[src/rtl/ft245_pkg.sv]
// Shared FT245 definitions: FSM state encodings and default parameters.
// Imported by the FIFO and the device model.
package ft245_pkg;

  localparam int DEF_DEPTH        = 16;
  localparam int DEF_RXF_RECOVERY = 2;
  localparam int DEF_TXE_RECOVERY = 2;

  // Width of the recovery-period counters.
  localparam int REC_W = 8;

  typedef enum logic [1:0] {
    RX_IDLE,
    RX_READ,
    RX_RECOVER
  } rx_state_t;

  typedef enum logic [1:0] {
    TX_IDLE,
    TX_BUSY,
    TX_RECOVER
  } tx_state_t;

endpackage

[src/rtl/ft245_sync_fifo.sv]
// 8-bit show-ahead synchronous FIFO with full/empty/count.
// Ports: clk, rst_n, push/push_data, pop, head, full, empty, count.
module ft245_sync_fifo
  import ft245_pkg::*;
#(
  parameter int DEPTH = DEF_DEPTH,
  localparam int AW = $clog2(DEPTH)
) (
  input  logic          clk,
  input  logic          rst_n,
  input  logic          push,
  input  logic [7:0]    push_data,
  input  logic          pop,
  output logic [7:0]    head,
  output logic          full,
  output logic          empty,
  output logic [AW:0]   count
);

  logic [7:0]  mem [DEPTH];
  logic [AW:0] wr_ptr;
  logic [AW:0] rd_ptr;
  logic        do_push;
  logic        do_pop;

  // Extra pointer bit separates full from empty.
  assign count   = wr_ptr - rd_ptr;
  assign empty   = (wr_ptr == rd_ptr);
  assign full    = (count == (AW+1)'(DEPTH));
  assign do_push = push & ~full;
  assign do_pop  = pop & ~empty;
  assign head    = mem[rd_ptr[AW-1:0]];

  always_ff @(posedge clk) begin
    if (do_push)
      mem[wr_ptr[AW-1:0]] <= push_data;
  end

  always_ff @(posedge clk or negedge rst_n) begin
    if (!rst_n) begin
      wr_ptr <= '0;
      rd_ptr <= '0;
    end else begin
      if (do_push) wr_ptr <= wr_ptr + 1'b1;
      if (do_pop)  rd_ptr <= rd_ptr + 1'b1;
    end
  end

endmodule

[config.mk]
export PLATFORM = sky130hd
export DESIGN_NAME = ft245_sync_fifo
export DESIGN_NICKNAME = d
export VERILOG_FILES = /design/src/rtl/ft245_pkg.sv /design/src/rtl/ft245_sync_fifo.sv
export SDC_FILE = /design/constraint.sdc
export NUM_CORES = 1
export LEC_CHECK = 0
export CAP_MARGIN = 20
export CORE_UTILIZATION = 45
export DETAILED_ROUTE_END_ITERATION = 16
export GPL_TIMING_DRIVEN = 0
export PLACE_DENSITY = 0.66
export SYNTH_ARGS = -nofsm -noshare
export SYNTH_HDL_FRONTEND = slang
export SYNTH_SLANG_ARGS = --single-unit
[constraint.sdc]
create_clock -name clk -period 10.16 [get_ports clk]
set_input_delay 2.032 -clock clk [delete_from_list [all_inputs] [get_ports clk]]
set_output_delay 2.032 -clock clk [all_outputs]
set_load 0.03 [all_outputs]
==> impl_metrics.yaml, run 1 <==
critical_path:
  required_ps: 8130
  crit_chain: "clkbuf_1, buf_1, clkinv_1, ha_1, and3b_1, or3_4, a2111oi_4, clkdlybuf4s50_1"
  critPathKind: "register to output pin"
  end_kind: "output pin"
  cp.arrival_ps: 4720
  crit_path_start_kind: "register"
  crit_family: "buffers and inverters"
  r2r_cells: 10
  worst-path-max-fanout: 10
  max_stage_delay_ps: 760
  cp.depth: 8
  slowest_stage: "clkdlybuf4s50_1"
  critPathBufInv: 4
timing:
  clock_skew_ps: 10.7
  holdWs_ps: 487
  rsz0062_at_grt: "no"
  worstMarginPinSlew_ps: 981
  drv_slew: 0
  hold_viol: 0
  slew-limit-headroom: 0.344
  finalCritPeriodShare: 0.664
  final.setup.tns_ps: 0
  period_minus_slack_ps: 6750
  max_clock_freq_mhz: 148
  setup_viol: 0
  final.setup.worst_slack_ps: 3410
logic_synthesis:
  ys_async_sr_fraction: 0.0725
  synth_cell_types: 35
  ys_seq_area_frac: 0.724
  syn_inst: 304
  synth_edf_count: 128
  syn_area_per_cell_um2: 18.6
  synth_seq_cells: 138
  yosysWarnings: 0
  synth_area_mm2: 0.00566
  ys.flop_type: "edfxtp_1"
  syn_nets: 326
clock_network:
  root_buffer: "clkbuf_16"
  cts_tree: "done"
  path_clk_slew_ps: 50
  cts_sinks: 138
  insertion_delay_ps: 410
  cts_hold_buf: 0
  cts_max_level: 4
  cts_made_buffers: 17
  cts-resized-gates: 0
  post_cts_buffers: 0
  clk_path_buf_depth: 2
status:
  outcome: "finished, final reports clean"
placed_design:
  gp_congestion: 0.765
  dp_slack_ps: 3840
  hpwl_um: 7450
  place_area_mm2: 0.00614
  dp_cells: 500
  portBuffers: 26
pwr:
  p_per_area_mw_per_mm2: 335
  total_power_mw: 2.27
  p_leak_nw: 2.34
  ir_drop_v: 0.000156
flow_run:
  max-cap-violations: 0
route:
  num_vias: 2922
  dr.first_iter.drc_count: 207
  first_pass_iters: 5
  totalWireLength_um: 11500
  drc_errors: 0
  drtAntennaViolNets: 0
  wire_per_inst_um: 21.7
  via_per_inst: 5.49
layout:
  insertedDiodeCount: 0
  nets: 373
  fin_util: 0.559
  drive_gt1_frac: 0.198
  area_delta_synth_final_pct: 19.7
  finish.instance_area_mm2: 0.00677
  stdcell_count: 532
global_routing:
  antenna_found_initial: 0
  overflow: 0
  first_global_vias: 3017
  grt_max_degree: 17
  grt_pass1_wl_um: 17700
  grt_use_total: 0.197
floorplanning:
  die_x_um: 114
  rows: 40
  initial_core_util: 0.467
  pin_count: 27
  die-height_um: 114
  coreArea_mm2: 0.0121
  die_area_mm2: 0.0130
min_path:
  hold_class: "register to register"
  min_path_cells: 1
where the power goes:
group          internal [mW]  leakage [nW]  switching, mW
Sequential             0.699          1.27         0.0317
Combinational          0.369         0.759          0.511
Clock                  0.435         0.302          0.225
worst register-to-register path, delay by kind of cell, from the launching register on:
family / cells / cell delay, ps
adders and majority gates: 1 / 490
and+or+nand+nor: 3 / 1370
buffers and inverters: 4 / 1940
AOI/OAI and AO/OA: 2 / 570
DFF: 1 / 330
area by class of cell:
class                   instances  area, um2
clock buffers                  20        437
multi-input cells             146       1470
fillers                       962       5340
well taps                     168        210
clock inverters                12        196
flip-flops and latches        138       4090
plain buffers                  13       63.8
repair buffers                 28        273
inverters                       7       26.3
per-layer routing:
layer | GRT usage | wire (um) | up-vias
li1 | - | - | 1303
met1 | 0.260 | 4930 | 1502
met2 | 0.316 | 5710 | 106
met3 | 0.0572 | 781 | 11
met4 | 0.0675 | 127 | 0
met5 | 0 | 0 | -
flip-flops by register name, indices dropped and copies added (netlist names):
| register | count |
|---|---|
| wr_ptr | 5 |
| mem | 128 |
| rd_ptr | 5 |
final timing paths:
path	from	endpoint	slack (ps)
hold / removal	wr_ptr[4]	wr_ptr[4]	490
setup / recovery	rd_ptr[2]	full	3410
max in group asynchronous	rst_n	rd_ptr[2]	7860
setup reg to reg	rd_ptr[2]	mem[11][4]	5180
min in group asynchronous	rst_n	wr_ptr[3]	1960
hold reg to reg	wr_ptr[4]	wr_ptr[4]	490
cell usage in the layout (no fill, tap or decap), types with 8 or more instances in the layout:
master and n:
edfxtp_1 128, dfrtp_1 10, a31oi_1 8, clkbuf_16 17
mux4_2 32, clkbuf_1 10, nand2_1 34, clkdlybuf4s50_1 26
ha_1 9, and3_1 21
synthesized netlist by cell type, types with 3 or more instances:
library cell  number  area [um2]
xor2_1             5        43.8
mux4_2            32         721
and3_1            21         131
a31oi_1            8        50.1
inv_1              5        18.8
nor2b_1            4        25.0
dfrtp_1           10         250
xnor2_1            4        35.0
clkbuf_1           7        26.3
nand2_1           34         128
nand4_1            4        25.0
ha_1               9         113
buf_2              3        15.0
edfxtp_1         128        3840
nor2_1             5        18.8
cells by family (layout without fill, tap and decap cells):
family,count (synthesis),in the layout,synth area share
AO/OA/AOI/OAI,14,14,0.0186
XOR/XNOR,10,10,0.0168
adder cells (fa/ha/maj),10,10,0.0234
buffers and inverters,20,80,0.0159
flip-flops,138,138,0.724
multiplexers,33,33,0.130
AND/OR/NAND/NOR,79,79,0.0716
Note: power is estimated with default switching activity, not from simulation.
==> run 2, diff against run 1 <==
--- a/config.mk
+++ b/config.mk
@@ -9,7 +9,7 @@
 export CORE_UTILIZATION = 45
 export DETAILED_ROUTE_END_ITERATION = 16
 export GPL_TIMING_DRIVEN = 0
-export PLACE_DENSITY = 0.66
+export PLACE_DENSITY = 0.69
 export SYNTH_ARGS = -nofsm -noshare
 export SYNTH_HDL_FRONTEND = slang
 export SYNTH_SLANG_ARGS = --single-unit
==> constraint.sdc (replaced) <==
create_clock -name clk -period 6 [get_ports clk]
set_input_delay 1.2 -clock clk [delete_from_list [all_inputs] [get_ports clk]]
set_output_delay 1.2 -clock clk [all_outputs]
set_load 0.03 [all_outputs]
==> run 2 against run 1 <==
  * First-iteration DRC count is 63% higher
  * Total power is 73% higher
  * Worst hold slack worse by 2.6 ps
  * Via count is 2.1% higher
  * Sequential power is 70% higher
  * Final area is 0.91% higher
  * Final cell count stayed put
  * Critical path depth stayed put
  * Global-route usage is 0.16 points higher
  * Utilization is 0.51 points higher
  * Critical endpoint unchanged
  * Largest power group unchanged
  * Highest routed layer unchanged
==> impl_metrics.yaml, run 2 (synthesized netlist as in run 1, its figures left out) <==
layout:
  layout_common_cells: "128 x edfxtp_1, 34 x nand2_1, 32 x mux4_2, 26 x clkdlybuf4s50_1, 21 x and3_1"
  fin_util: 0.564
  insertedDiodeCount: 0
  stdcell_count: 532
  fillers: 952
  layout.cells.most_common: "edfxtp_1"
  area_delta_synth_final_pct: 20.8
  drive_gt1_frac: 0.209
  nets: 373
  largest_reg_flops: 128
floorplanning:
  die-height_um: 114
  rows: 40
  pin_count: 27
  die_area_mm2: 0.0130
  initial_core_util: 0.467
  coreArea_mm2: 0.0121
  die_x_um: 114
status:
  outcome: "finished, final reports clean"
route:
  via_per_inst: 5.61
  dr.first_iter.drc_count: 338
  totalWireLength_um: 11600
  num_vias: 2982
  wire_per_inst_um: 21.8
  first_pass_iters: 6
  drc_errors: 0
  drtAntennaViolNets: 0
timing:
  hold_viol: 0
  period_minus_slack_ps: 5610
  max_clock_freq_mhz: 178
  drv_slew: 0
  worstMarginPinSlew_ps: 1030
  setup_viol: 0
  slew-limit-headroom: 0.311
  final.setup.tns_ps: 0
  rsz0062_at_grt: "no"
  finalCritPeriodShare: 0.934
  clock_skew_ps: 10.4
pwr:
  ir_drop_v: 0.000441
  total_power_mw: 3.94
  p_per_area_mw_per_mm2: 576
  p_leak_nw: 2.37
placed_design:
  dp_cells: 500
  hpwl_um: 7330
  gp_congestion: 0.748
  portBuffers: 26
critical_path:
  r2r_slack_ps: 1680
  end_kind: "output pin"
  cp.arrival_ps: 4410
  critPathKind: "register to output pin"
  worst-path-max-fanout: 10
  crit_path_start_kind: "register"
  required_ps: 4800
global_routing:
  first_global_vias: 3077
  grt_max_degree: 17
  grt_pass1_wl_um: 17700
  overflow: 0
  antenna_found_initial: 0
  grt_use_total: 0.199
clock_network:
  root_buffer: "clkbuf_16"
  path_clk_slew_ps: 60
  cts_tree: "done"
  insertion_delay_ps: 420
  cts_max_level: 4
  clk_path_buf_depth: 2
  cts_made_buffers: 17
  cts_sinks: 138
flow_run:
  max-cap-violations: 0
min_path:
  hold_class: "register to register"
## run 2: cell types whose count changed in the layout (fill, tap and decap cells not counted), sizes merged
cell and change:
clkinv -3, clkbuf +2, inv -1, bufinv +1, clkinvlp +1
## run 2: path summary, 6_finish.rpt
path,start,endpoint,cells past startpoint
max,rd_ptr[2],full,8
min in group asynchronous,rst_n,rd_ptr[4],1
max in group asynchronous,rst_n,wr_ptr[0],1
min reg2reg,wr_ptr[4],wr_ptr[4],1
max reg2reg,rd_ptr[2],mem[11][5],10
min,wr_ptr[4],wr_ptr[4],1
## run 2: what timing repair did
| item | CTS | global route |
|---|---|---|
| buffers inserted | 0 | 0 |
| setup endpoints to repair | 1 | 0 |
| hold buffers | 0 | 0 |
| gates resized for setup | 1 | 0 |
## run 2: metal layers
| layer | global-route usage | wire length, um | up-vias |
|---|---|---|---|
| li1 | - | - | 1299 |
| met1 | 0.258 | 4770 | 1561 |
| met2 | 0.318 | 5840 | 104 |
| met3 | 0.0445 | 740 | 18 |
| met4 | 0.102 | 246 | 0 |
| met5 | 0 | 0 | - |
## run 2: report_power, final
group / internal [mW] / switching (mW)
clock network: 0.825 / 0.388
registers: 1.18 / 0.0529
logic: 0.624 / 0.865
## run 2: cell type report
type                            count  area, um2  share of cell area
Inverter                            7       26.3             0.00384
Sequential cell                   138       4090               0.599
Buffer                             13       65.1             0.00952
Timing Repair Buffer               28        270              0.0395
Clock inverter                     10        211              0.0309
Clock buffer                       22        484              0.0708
Multi-Input combinational cell    146       1470               0.216
Tap cell                          168        210              0.0308
## run 2: critical path, cell delays in order (launching register included)
cell	delay [ps]
dfrtp_1	320
clkbuf_1	520
buf_2	410
clkinv_1	380
ha_1	480
and3b_1	230
or3_4	380
a2111oi_4	510
clkdlybuf4s50_1	760
## run 2: metrics by stage
stage / setup WS (ps) / instance area, um2 / hold WS (ps)
after floorplan: 1850 / 5660 / 461
after global placement: 454 / 6130 / 475
after detailed placement: 432 / 6140 / 479
after CTS: 318 / 6840 / 493
after global routing: 170 / 6840 / 505
final: 394 / 6840 / 485
==> run 3, diff against run 2 <==
--- a/config.mk
+++ b/config.mk
@@ -10,6 +10,7 @@
 export DETAILED_ROUTE_END_ITERATION = 16
 export GPL_TIMING_DRIVEN = 0
 export PLACE_DENSITY = 0.69
+export REMOVE_ABC_BUFFERS = 1
 export SYNTH_ARGS = -nofsm -noshare
 export SYNTH_HDL_FRONTEND = slang
 export SYNTH_SLANG_ARGS = --single-unit
==> constraint.sdc (replaced) <==
create_clock -name clk -period 4.8 [get_ports clk]
set_input_delay 0.96 -clock clk [delete_from_list [all_inputs] [get_ports clk]]
set_output_delay 0.96 -clock clk [all_outputs]
set_load 0.03 [all_outputs]
==> run 3 against run 2 <==
  * Sequential share of layout area up 0.52 points
  * Final area down 0.77%
  * Clock-buffer cell count down 1
  * Final cell count down 1.9%
  * Clock skew up 0.69 ps
  * Routed wire length down 7.3%
  * Highest routed layer unchanged
==> impl_metrics.yaml, run 3 (synthesized netlist as in run 1, its figures left out) <==
timing:
  max_clock_freq_mhz: 217
  rsz0062_at_grt: "no"
  hold_viol: 0
  period_minus_slack_ps: 4600
  worstMarginPinSlew_ps: 919
  clock_skew_ps: 11.0
  slew-limit-headroom: 0.385
  final.setup.tns_ps: 0
  drv_slew: 0
  finalCritPeriodShare: 0.959
  setup_viol: 0
route:
  via_per_inst: 5.50
  wl_met1_um: 4490
  dr.max_layer_used: "met4"
  totalWireLength_um: 10700
  wl_met3_um: 707
  drtAntennaViolNets: 0
  drc_errors: 0
  num_vias: 2871
  first_pass_iters: 4
  wire_per_inst_um: 20.6
  dr.first_iter.drc_count: 203
  dr_wl_met2_um: 5360
critical_path:
  required_ps: 3840
  slowest_stage: "clkdlybuf4s50_1"
  end_kind: "output pin"
  critPathKind: "register to output pin"
  cp.arrival_ps: 3640
  reg2reg_to: "mem[9][0]"
  r2r_cells: 8
  max_stage_delay_ps: 760
  crit_path_start_kind: "register"
  cp.depth: 7
  worst-path-max-fanout: 20
  r2r_start: "rd_ptr[1]"
  r2r_slack_ps: 1410
  crit_family: "buffers and inverters"
  crit_chain: "buf_16, clkinv_2, fa_1, xor2_1, or3_1, a2111oi_4, clkdlybuf4s50_1"
  critPathBufInv: 3
layout:
  layout.cells.most_common: "edfxtp_1"
  nets: 363
  layout_common_cells: "128 x edfxtp_1, 34 x nand2_1, 32 x mux4_2, 26 x clkdlybuf4s50_1, 21 x and3_1"
  drive_gt1_frac: 0.223
  largest_reg_flops: 128
  stdcell_count: 522
  insertedDiodeCount: 0
  fillers: 985
  area_delta_synth_final_pct: 19.9
global_routing:
  overflow: 0
  grt_max_degree: 26
  grt_use_total: 0.182
  grt_pass1_wl_um: 16200
  first_global_vias: 2922
  antenna_found_initial: 0
clock_network:
  insertion_delay_ps: 420
  cts_tree: "done"
  clk_path_buf_depth: 2
  cts_sinks: 138
  cts_hold_buf: 0
  cts_made_buffers: 17
  path_clk_slew_ps: 60
  root_buffer: "clkbuf_16"
  cts-resized-gates: 1
  cts_max_level: 4
  post_cts_buffers: 0
placed_design:
  gp_congestion: 0.772
  hpwl_um: 6860
  dp_cells: 490
  portBuffers: 26
status:
  outcome: "finished, final reports clean"
floorplanning:
  rows: 40
  die-height_um: 114
  die_area_mm2: 0.0130
  die_x_um: 114
  coreArea_mm2: 0.0121
  pin_count: 27
  initial_core_util: 0.467
pwr:
  power_frac_comb: 0.379
  ir_drop_v: 0.000452
  clkPwrFrac: 0.276
  p_per_area_mw_per_mm2: 698
  switching_share: 0.343
  p_sw_mw: 1.63
  total_power_mw: 4.74
  intPower_mw: 3.11
  p_leak_nw: 2.33
  power_frac_seq: 0.345
min_path:
  min_from: "wr_ptr[4]"
  hold_class: "register to register"
  min_to: "wr_ptr[4]"
  min_path_cells: 1
flow_run:
  max-cap-violations: 0
==> run 3: cell types whose count changed in the layout (fill, tap and decap cells not counted), moves of 2 or more <==
cell       previous run  this run
clkbuf_1              8         0
buf_2                 6         1
bufinv_16             6         1
clkinv_4              1         6
clkbuf_16            17        20
clkbuf_8              4         1
clkinv_2              0         3
dfrtp_1              10         7
dfrtp_2               0         3
buf_16                0         2
clkinv_1              2         0
==> run 3: cell type report <==
type | count | area, um2 | share of cell area
multi-input combinational | 146 | 1470 | 0.217
inverter | 7 | 31.3 | 0.00461
timing repair buffer | 31 | 348 | 0.0513
tap | 168 | 210 | 0.0310
clock buffer | 21 | 514 | 0.0758
sequential | 138 | 4100 | 0.604
clock inverter | 11 | 108 | 0.0159
==> run 3: worst max-delay path by stage <==
stage	start	end
finish	rd_ptr[1]	full
global route	rd_ptr[1]	full
CTS	rd_ptr[2]	full
detailed placement	rd_ptr[1]	full
global placement	rd_ptr[0]	full
floorplan	rd_ptr[0]	full
==> run 3: worst register-to-register path: cells and delay by family, from the launching register on <==
| family | cells | cell delay, ps |
|---|---|---|
| AND/OR/NAND/NOR | 3 | 1220 |
| flip-flops | 1 | 510 |
| AO/OA/AOI/OAI | 2 | 510 |
| buffers and inverters | 2 | 430 |
| adder cells (fa/ha/maj) | 1 | 350 |
==> run 3: layer usage <==
layer / global-route usage / up-vias
met4: 0.0753 / 0
met5: 0 / -
li1: - / 1285
met1: 0.231 / 1495
met2: 0.295 / 74
met3: 0.0540 / 17
==> run 3: metrics by stage <==
stage / area [um2] / hold slack (ps) / utilization / worst slack (ps)
after floorplan: 5590 / 461 / - / 244
final: 6780 / 496 / 0.560 / 196
after global routing: 6780 / 515 / 0.560 / 60.7
after CTS: 6780 / 500 / 0.560 / 18.2
after global placement: 6060 / 484 / 0.501 / -777
after detailed placement: 6150 / 488 / 0.508 / 239
==> run 3: power by group through the flow <==
| stage | logic [mW] | clock network [mW] | registers (mW) |
|---|---|---|---|
| after detailed placement | 1.80 | 0 | 1.66 |
| after CTS | 1.81 | 1.32 | 1.63 |
| after global routing | 1.91 | 1.37 | 1.65 |
| after global placement | 1.60 | 0 | 1.77 |
| after floorplan | 1.12 | 0 | 1.67 |
| final | 1.79 | 1.31 | 1.63 |
